`config.mk`:
```
export PLATFORM = sky130hd
export DESIGN_NAME = uart_rx_flex
export DESIGN_NICKNAME = d
export VERILOG_FILES = /design/src/rtl/uart_pkg.sv /design/src/rtl/uart_os_tick_gen.sv /design/src/rtl/uart_rx_flex.sv
export SDC_FILE = /design/constraint.sdc
export NUM_CORES = 1
export LEC_CHECK = 0
export CELL_PAD_IN_SITES_DETAIL_PLACEMENT = 0
export CELL_PAD_IN_SITES_GLOBAL_PLACEMENT = 1
export CORE_MARGIN = 2
export CORE_UTILIZATION = 41
export DETAILED_ROUTE_END_ITERATION = 6
export HOLD_SLACK_MARGIN = 0.15
export PLACE_DENSITY = 0.73
export SETUP_SLACK_MARGIN = 0.4
export SYNTH_ARGS = -nofsm -noshare
export SYNTH_HDL_FRONTEND = slang
export SYNTH_SLANG_ARGS = --single-unit
```
`constraint.sdc`:
```
create_clock -name clk -period 2.6 [get_ports clk]
set_clock_uncertainty 0.15 [all_clocks]
set_input_delay 0.39 -clock clk [delete_from_list [all_inputs] [get_ports clk]]
set_output_delay 0.39 -clock clk [all_outputs]
set_load 0.1 [all_outputs]
```
`src/rtl/uart_pkg.sv`:
```
// Shared types for the flexible UART receiver: parity-mode codes, receiver states, held-word flags.
// Pure declarations; no latency or flow control of its own.
package uart_pkg;

    localparam int PAR_NONE = 0;
    localparam int PAR_EVEN = 1;
    localparam int PAR_ODD  = 2;

    typedef enum logic [2:0] {
        ST_IDLE      = 3'd0,
        ST_START     = 3'd1,
        ST_DATA      = 3'd2,
        ST_PARITY    = 3'd3,
        ST_STOP      = 3'd4,
        ST_WAIT_IDLE = 3'd5
    } rx_state_e;

    typedef struct packed {
        logic parity_err;
        logic frame_err;
        logic break_det;
    } rx_flags_t;

    function automatic logic maj3(input logic a, input logic b, input logic c);
        return (a & b) | (a & c) | (b & c);
    endfunction

endpackage

```
`src/rtl/uart_os_tick_gen.sv`:
```
// Oversample tick source: fractional accumulator adds BAUD*OVERSAMPLE per clk and ticks on wrap past CLK_FREQ.
// Tick is combinational off the accumulator; sync_clr zeroes the phase and suppresses that cycle's tick.
module uart_os_tick_gen #(
    parameter int CLK_FREQ   = 50000000,
    parameter int BAUD       = 115200,
    parameter int OVERSAMPLE = 16
) (
    input  logic clk,
    input  logic rst,
    input  logic sync_clr,
    output logic tick
);

    // acc stays below CLK_FREQ and the increment never exceeds it, so one extra bit holds the sum.
    localparam int            AW   = $clog2(CLK_FREQ) + 1;
    localparam logic [AW-1:0] INC  = AW'(BAUD * OVERSAMPLE);
    localparam logic [AW-1:0] WRAP = AW'(CLK_FREQ);

    logic [AW-1:0] acc_q;
    logic [AW-1:0] acc_d;
    logic [AW-1:0] sum;

    always_comb begin
        sum   = acc_q + INC;
        acc_d = sum;
        tick  = 1'b0;
        if (sync_clr) begin
            acc_d = '0;
        end else if (sum >= WRAP) begin
            acc_d = sum - WRAP;
            tick  = 1'b1;
        end
    end

    always_ff @(posedge clk) begin
        if (rst) begin
            acc_q <= '0;
        end else begin
            acc_q <= acc_d;
        end
    end

endmodule

```
`src/rtl/uart_rx_flex.sv`:
```
// Oversampling UART receiver with parity/stop checking, break detection and a one-word valid/ready output stage.
// Word appears one clk after the last stop-bit decision; if the held word is not taken, the new frame is dropped and overrun pulses.
module uart_rx_flex #(
    parameter int CLK_FREQ   = 50000000,
    parameter int BAUD       = 115200,
    parameter int OVERSAMPLE = 16,
    parameter int DATA_BITS  = 8,
    parameter int PARITY     = 0,
    parameter int STOP_BITS  = 1
) (
    input  logic                 clk,
    input  logic                 rst,
    input  logic                 rxd,
    output logic [DATA_BITS-1:0] rx_data,
    output logic                 rx_valid,
    input  logic                 rx_ready,
    output logic                 parity_err,
    output logic                 frame_err,
    output logic                 break_det,
    output logic                 overrun,
    output logic                 busy
);

    import uart_pkg::*;

    if (OVERSAMPLE < 4 || OVERSAMPLE > 32 || (OVERSAMPLE % 2) != 0) begin : g_bad_os
        $error("uart_rx_flex: OVERSAMPLE must be even and within 4..32");
    end
    if (DATA_BITS < 5 || DATA_BITS > 9) begin : g_bad_db
        $error("uart_rx_flex: DATA_BITS must be within 5..9");
    end
    if (PARITY < PAR_NONE || PARITY > PAR_ODD) begin : g_bad_par
        $error("uart_rx_flex: PARITY must be 0, 1 or 2");
    end
    if (STOP_BITS < 1 || STOP_BITS > 2) begin : g_bad_sb
        $error("uart_rx_flex: STOP_BITS must be 1 or 2");
    end
    if (BAUD < 1 || longint'(CLK_FREQ) < longint'(BAUD) * longint'(OVERSAMPLE)) begin : g_bad_rate
        $error("uart_rx_flex: CLK_FREQ must be at least BAUD*OVERSAMPLE");
    end

    localparam int             TCW       = $clog2(OVERSAMPLE);
    localparam logic [TCW-1:0] T_S0      = TCW'(OVERSAMPLE / 2 - 1);
    localparam logic [TCW-1:0] T_S1      = TCW'(OVERSAMPLE / 2);
    localparam logic [TCW-1:0] T_DEC     = TCW'(OVERSAMPLE / 2 + 1);
    localparam logic [TCW-1:0] T_LAST    = TCW'(OVERSAMPLE - 1);
    localparam logic [3:0]     DATA_LAST = 4'(DATA_BITS - 1);
    localparam logic [3:0]     STOP_LAST = 4'(STOP_BITS - 1);

    logic                 rxd_s1_q, rxd_s1_d;
    logic                 rxd_s2_q, rxd_s2_d;
    logic                 rxd_prev_q, rxd_prev_d;
    rx_state_e            state_q, state_d;
    logic [TCW-1:0]       tick_cnt_q, tick_cnt_d;
    logic [3:0]           bit_cnt_q, bit_cnt_d;
    logic [1:0]           samp_q, samp_d;
    logic [DATA_BITS-1:0] shift_q, shift_d;
    logic                 par_bit_q, par_bit_d;
    logic                 stop_any_low_q, stop_any_low_d;
    logic                 stop_all_low_q, stop_all_low_d;
    logic [DATA_BITS-1:0] rx_data_q, rx_data_d;
    rx_flags_t            flags_q, flags_d;
    logic                 rx_valid_q, rx_valid_d;
    logic                 overrun_q, overrun_d;

    logic      tick;
    logic      sync_clr;
    logic      complete;
    logic      bit_val;
    logic      at_dec;
    logic      at_last;
    rx_flags_t new_flags;

    uart_os_tick_gen #(
        .CLK_FREQ   (CLK_FREQ),
        .BAUD       (BAUD),
        .OVERSAMPLE (OVERSAMPLE)
    ) u_tick (
        .clk      (clk),
        .rst      (rst),
        .sync_clr (sync_clr),
        .tick     (tick)
    );

    always_comb begin
        rxd_s1_d       = rxd;
        rxd_s2_d       = rxd_s1_q;
        rxd_prev_d     = rxd_s2_q;
        state_d        = state_q;
        tick_cnt_d     = tick_cnt_q;
        bit_cnt_d      = bit_cnt_q;
        samp_d         = samp_q;
        shift_d        = shift_q;
        par_bit_d      = par_bit_q;
        stop_any_low_d = stop_any_low_q;
        stop_all_low_d = stop_all_low_q;
        rx_data_d      = rx_data_q;
        flags_d        = flags_q;
        rx_valid_d     = rx_valid_q;
        overrun_d      = 1'b0;
        sync_clr       = 1'b0;
        complete       = 1'b0;

        // Third sample is taken live at the decision tick, so the bit is known one tick earlier.
        bit_val = maj3(samp_q[1], samp_q[0], rxd_s2_q);
        at_dec  = tick && (tick_cnt_q == T_DEC);
        at_last = tick && (tick_cnt_q == T_LAST);

        if (state_q != ST_IDLE && tick) begin
            tick_cnt_d = (tick_cnt_q == T_LAST) ? '0 : tick_cnt_q + TCW'(1);
            if (tick_cnt_q == T_S0 || tick_cnt_q == T_S1) begin
                samp_d = {samp_q[0], rxd_s2_q};
            end
        end

        case (state_q)
            ST_IDLE: begin
                if (rxd_prev_q && !rxd_s2_q) begin
                    state_d        = ST_START;
                    sync_clr       = 1'b1;
                    tick_cnt_d     = '0;
                    bit_cnt_d      = '0;
                    par_bit_d      = 1'b0;
                    stop_any_low_d = 1'b0;
                    stop_all_low_d = 1'b1;
                end
            end
            ST_START: begin
                if (at_dec && bit_val) begin
                    state_d = ST_IDLE;
                end else if (at_last) begin
                    state_d = ST_DATA;
                end
            end
            ST_DATA: begin
                if (at_dec) begin
                    shift_d = {bit_val, shift_q[DATA_BITS-1:1]};
                end
                if (at_last) begin
                    if (bit_cnt_q == DATA_LAST) begin
                        bit_cnt_d = '0;
                        state_d   = (PARITY == PAR_NONE) ? ST_STOP : ST_PARITY;
                    end else begin
                        bit_cnt_d = bit_cnt_q + 4'd1;
                    end
                end
            end
            ST_PARITY: begin
                if (at_dec) begin
                    par_bit_d = bit_val;
                end
                if (at_last) begin
                    state_d = ST_STOP;
                end
            end
            ST_STOP: begin
                // The frame closes at the last stop decision, leaving half a bit to catch a back-to-back start.
                if (at_dec) begin
                    stop_any_low_d = stop_any_low_q | ~bit_val;
                    stop_all_low_d = stop_all_low_q & ~bit_val;
                    if (bit_cnt_q == STOP_LAST) begin
                        complete = 1'b1;
                        state_d  = rxd_s2_q ? ST_IDLE : ST_WAIT_IDLE;
                    end
                end
                if (at_last && bit_cnt_q != STOP_LAST) begin
                    bit_cnt_d = bit_cnt_q + 4'd1;
                end
            end
            ST_WAIT_IDLE: begin
                if (rxd_s2_q) begin
                    state_d = ST_IDLE;
                end
            end
            default: begin
                state_d = ST_IDLE;
            end
        endcase

        new_flags.parity_err = (PARITY == PAR_NONE) ? 1'b0
                             : (((^shift_q) ^ par_bit_q) != (PARITY == PAR_ODD));
        new_flags.frame_err  = stop_any_low_d;
        new_flags.break_det  = (shift_q == '0) && !par_bit_q && stop_all_low_d;

        if (complete) begin
            if (!rx_valid_q || rx_ready) begin
                rx_data_d  = shift_q;
                flags_d    = new_flags;
                rx_valid_d = 1'b1;
            end else begin
                overrun_d = 1'b1;
            end
        end else if (rx_valid_q && rx_ready) begin
            rx_valid_d = 1'b0;
        end
    end

    always_ff @(posedge clk) begin
        if (rst) begin
            rxd_s1_q       <= 1'b1;
            rxd_s2_q       <= 1'b1;
            rxd_prev_q     <= 1'b1;
            state_q        <= ST_IDLE;
            tick_cnt_q     <= '0;
            bit_cnt_q      <= '0;
            samp_q         <= '0;
            shift_q        <= '0;
            par_bit_q      <= 1'b0;
            stop_any_low_q <= 1'b0;
            stop_all_low_q <= 1'b1;
            rx_data_q      <= '0;
            flags_q        <= '0;
            rx_valid_q     <= 1'b0;
            overrun_q      <= 1'b0;
        end else begin
            rxd_s1_q       <= rxd_s1_d;
            rxd_s2_q       <= rxd_s2_d;
            rxd_prev_q     <= rxd_prev_d;
            state_q        <= state_d;
            tick_cnt_q     <= tick_cnt_d;
            bit_cnt_q      <= bit_cnt_d;
            samp_q         <= samp_d;
            shift_q        <= shift_d;
            par_bit_q      <= par_bit_d;
            stop_any_low_q <= stop_any_low_d;
            stop_all_low_q <= stop_all_low_d;
            rx_data_q      <= rx_data_d;
            flags_q        <= flags_d;
            rx_valid_q     <= rx_valid_d;
            overrun_q      <= overrun_d;
        end
    end

    assign rx_data    = rx_data_q;
    assign rx_valid   = rx_valid_q;
    assign parity_err = flags_q.parity_err;
    assign frame_err  = flags_q.frame_err;
    assign break_det  = flags_q.break_det;
    assign overrun    = overrun_q;
    assign busy       = (state_q != ST_IDLE);

endmodule

```
==> flow_summary.json <==
{
  "std_cell_rows": 32,
  "hold_path.class": "register to register",
  "run_status": "finished, violations left",
  "antenna_cells_inserted": 0,
  "grt_first_pass_wirelength_um": 12900,
  "final_net_count": 471,
  "power.density_nw_per_um2": 584,
  "route.final.wire_length_um": 7650,
  "half_perimeter_wire_length_after_placement_um": 5410,
  "setup_viol_count_final": 24,
  "leakagePower_nw": 1.62,
  "cts.sink_count": 59,
  "placement.io_buffers": 16,
  "yosys_warnings": 0,
  "route.detailed.drc": 0,
  "post_drt_wl_per_cell_um": 13.5,
  "fin_ws_ps": -89.6,
  "grt_pass1_vias": 2866,
  "synth_top_cells_by_area": "dfxtp_1 (37%), nor2_1 (6.3%), mux2i_1 (5.9%)",
  "r2r-start": "u_tick.acc_q[18]",
  "grt_overflow": 0,
  "synth_enable_flop_cells": 0,
  "end_kind": "register",
  "period_minus_slack_ps": 2690,
  "yosys-mux-area-fraction": 0.0588,
  "synth_cells": 390,
  "hold_path_end": "rxd_prev_d",
  "via_count": 2940,
  "netlist_area_sq_um": 3230,
  "ctsRootBufferMaster": "clkbuf_8",
  "drtAntennaViolNets": 0,
  "startpoint_type": "register",
  "fmax_mhz": 372,
  "timing_hold_violations_final": 0,
  "post-synth-top-area-cell": "dfxtp_1",
  "initial_core_util": 0.420,
  "worst_ep_required_time_ps": 2720,
  "numCtsBuffers": 9,
  "rsz0062_at_grt": "true",
  "clk_pin_slew_worst_paths_ps": 80,
  "period_share": 1.03,
  "ys_types": 58,
  "route.detailed.vias_per_inst": 5.20,
  "htree_num_levels": 3,
  "worst_min_delay_path_startpoint": "rxd_s1_q",
  "layout-area-overhead-vs-synth_pct": 32.4,
  "failed_checks": "negative setup slack",
  "post-layout-total-power_w": 0.00250,
  "timing_max_transition_violations_final": 0,
  "synth.avg_cell_area_sq_um": 8.29,
  "grt_use_total": 0.187,
  "synthDominantCellAreaShare": 0.365,
  "die_area_sq_um": 8610,
  "synth_async_sr_flop_share": 0,
  "coreArea_sq_um": 7690,
  "area_fraction_in_compound_gates_after_synthesis": 0.160,
  "critical_path.reg2reg.endpoint": "tick_cnt_q[3]",
  "die_x_um": 92.8,
  "fraction_of_layout_cells_with_a_size_suffix_above_1": 0.302,
  "antenna_violations_before_repair": 0,
  "timing_worst_setup_path_type": "register to register",
  "hold_buffers": 0,
  "design.portCount": 18,
  "r2r_cells": 10,
  "worst_skew_pair.late_latency_ps": 340,
  "critical_path_peak_fanout": 5,
  "synth_simple_gate_area_share": 0.264,
  "detailedRoute.firstIterationViolations": 107,
  "cts_tree": "yes",
  "setup.reg_to_reg.worst_slack_ps": -90,
  "postSynthRegisterBits": 59,
  "synth-adder-area-share": 0.0348,
  "gp_routability_congestion": 0.896,
  "power.ir.vdd_worst_mv": 0.396,
  "firstDrtPassIters": 4,
  "synth_xor_xnor_area_share": 0.0786,
  "die-height_um": 92.8,
  "dominantRegCellSynth": "dfxtp_1",
  "grt_max_degree": 26,
  "drv.max_cap_violation_count": 0,
  "hold-path-cell-count": 1,
  "synth_top_family_by_area": "simple AND/OR/NAND/NOR gates",
  "cts-root-to-sink-buffers": 2,
  "final_util": 0.557,
  "critPathArrivalTime_ps": 2810,
  "synth.yosys.seq_area_share": 0.365,
  "syn_nets": 403
}
==> synth_stat cells, drive strengths merged, types with 5 or more instances <==
master / number
a21oi: 23
buf: 7
clkbuf: 11
dfxtp: 59
ha: 9
inv: 11
mux2i: 19
nand2: 24
nand2b: 8
nand3: 21
nand4: 6
nor2: 54
nor2b: 7
nor3: 8
nor3b: 5
o21a: 6
o21ai: 20
or2: 7
or3: 8
xnor2: 18
xor2: 11
==> area by class of cell <==
cell class | instances | area [sq um]
Clock buffer | 9 | 124
Clock inverter | 7 | 77.6
Fill cell | 754 | 3410
Inverter | 11 | 41.3
Multi-Input combinational cell | 303 | 2110
Sequential cell | 59 | 1200
Tap cell | 102 | 128
Timing Repair Buffer | 74 | 602
==> state kept, by name, summed over array words and instances, names as in the netlist, 2 cells and up <==
name and cells:
tick_cnt_q 4, u_tick.acc_q 20, bit_cnt_q 4, shift_q 8, state_q 3, rx_data 8, samp_q 2
==> metal layers <==
| layer | vias to the layer above | global-route usage | routed length (um) |
|---|---|---|---|
| li1 | 1507 | - | - |
| met1 | 1377 | 0.233 | 3680 |
| met2 | 40 | 0.307 | 3610 |
| met3 | 16 | 0.0309 | 188 |
| met4 | 0 | 0.102 | 168 |
| met5 | - | 0 | 0 |
==> where the power goes <==
| part | leakage [nW] | switching [W] | internal [W] | total, W |
|---|---|---|---|---|
| Combinational | 1.05 | 0.000375 | 0.000275 | 0.000650 |
| Clock | 0.0881 | 0.000411 | 0.000446 | 0.000858 |
| Sequential | 0.482 | 0.0000548 | 0.000939 | 0.000994 |
==> logic make-up (layout without fill, tap and decap cells) <==
kind of cell / after synthesis / after routing
and+or+nand+nor: 166 / 166
xor gates and xnor gates: 29 / 29
adders and majority gates: 9 / 9
buffers and inverters: 29 / 101
DFF: 59 / 59
muxes: 19 / 19
other: 1 / 1
AOI/OAI and AO/OA: 78 / 79
==> how the worst max path moves through the flow <==
stage	cells past startpoint	to	slack, ps	startpoint
final	10	tick_cnt_q[3]	-90	u_tick.acc_q[18]
after global routing	11	tick_cnt_q[3]	-180	u_tick.acc_q[18]
after CTS	11	u_tick.acc_q[17]	-50	u_tick.acc_q[19]
after detailed placement	9	tick_cnt_q[3]	-200	u_tick.acc_q[20]
after global placement	9	tick_cnt_q[3]	-140	u_tick.acc_q[18]
after floorplan	11	rx_data[2]	-30	u_tick.acc_q[14]
==> cell usage in the layout (no fill, tap or decap), types with 10 or more instances in the layout <==
cell type,netlist,layout
a21oi_1,23,19
buf_4,2,63
dfxtp_1,59,49
mux2i_1,19,19
nand2_1,24,23
nand3_1,21,16
nor2_1,54,53
o21ai_0,19,17
xnor2_1,18,17
xor2_1,11,10
==> critical path, stage by stage, from the launching register on <==
cell,delay (ps)
dfxtp_1,340
or3_4,420
o211a_1,250
xnor2_2,180
o211ai_1,110
buf_4,170
o21ai_4,250
buf_6,160
nand3_2,60
or4_1,400
a21oi_1,130
==> metrics by stage <==
stage | cell area (sq um) | cells | setup TNS (ps) | hold slack [ps] | setup slack [ps]
global route | 4280 | 565 | -4270 | 274 | -177
CTS | 4210 | 562 | -223 | 262 | -51.5
finish | 4280 | 565 | -836 | 261 | -89.6
global placement | 3860 | 539 | -1730 | 248 | -138
floorplan | 3320 | 390 | -222 | 239 | -26.9
detailed placement | 3860 | 539 | -3380 | 245 | -200
==> timing repair <==
action,in CTS,in global routing
buffers inserted,6,3
pin swaps,9,5
endpoints found under the setup margin,56,57
cloned,1,0
resized for setup,27,13
Note: power is estimated with default switching activity, not from simulation.
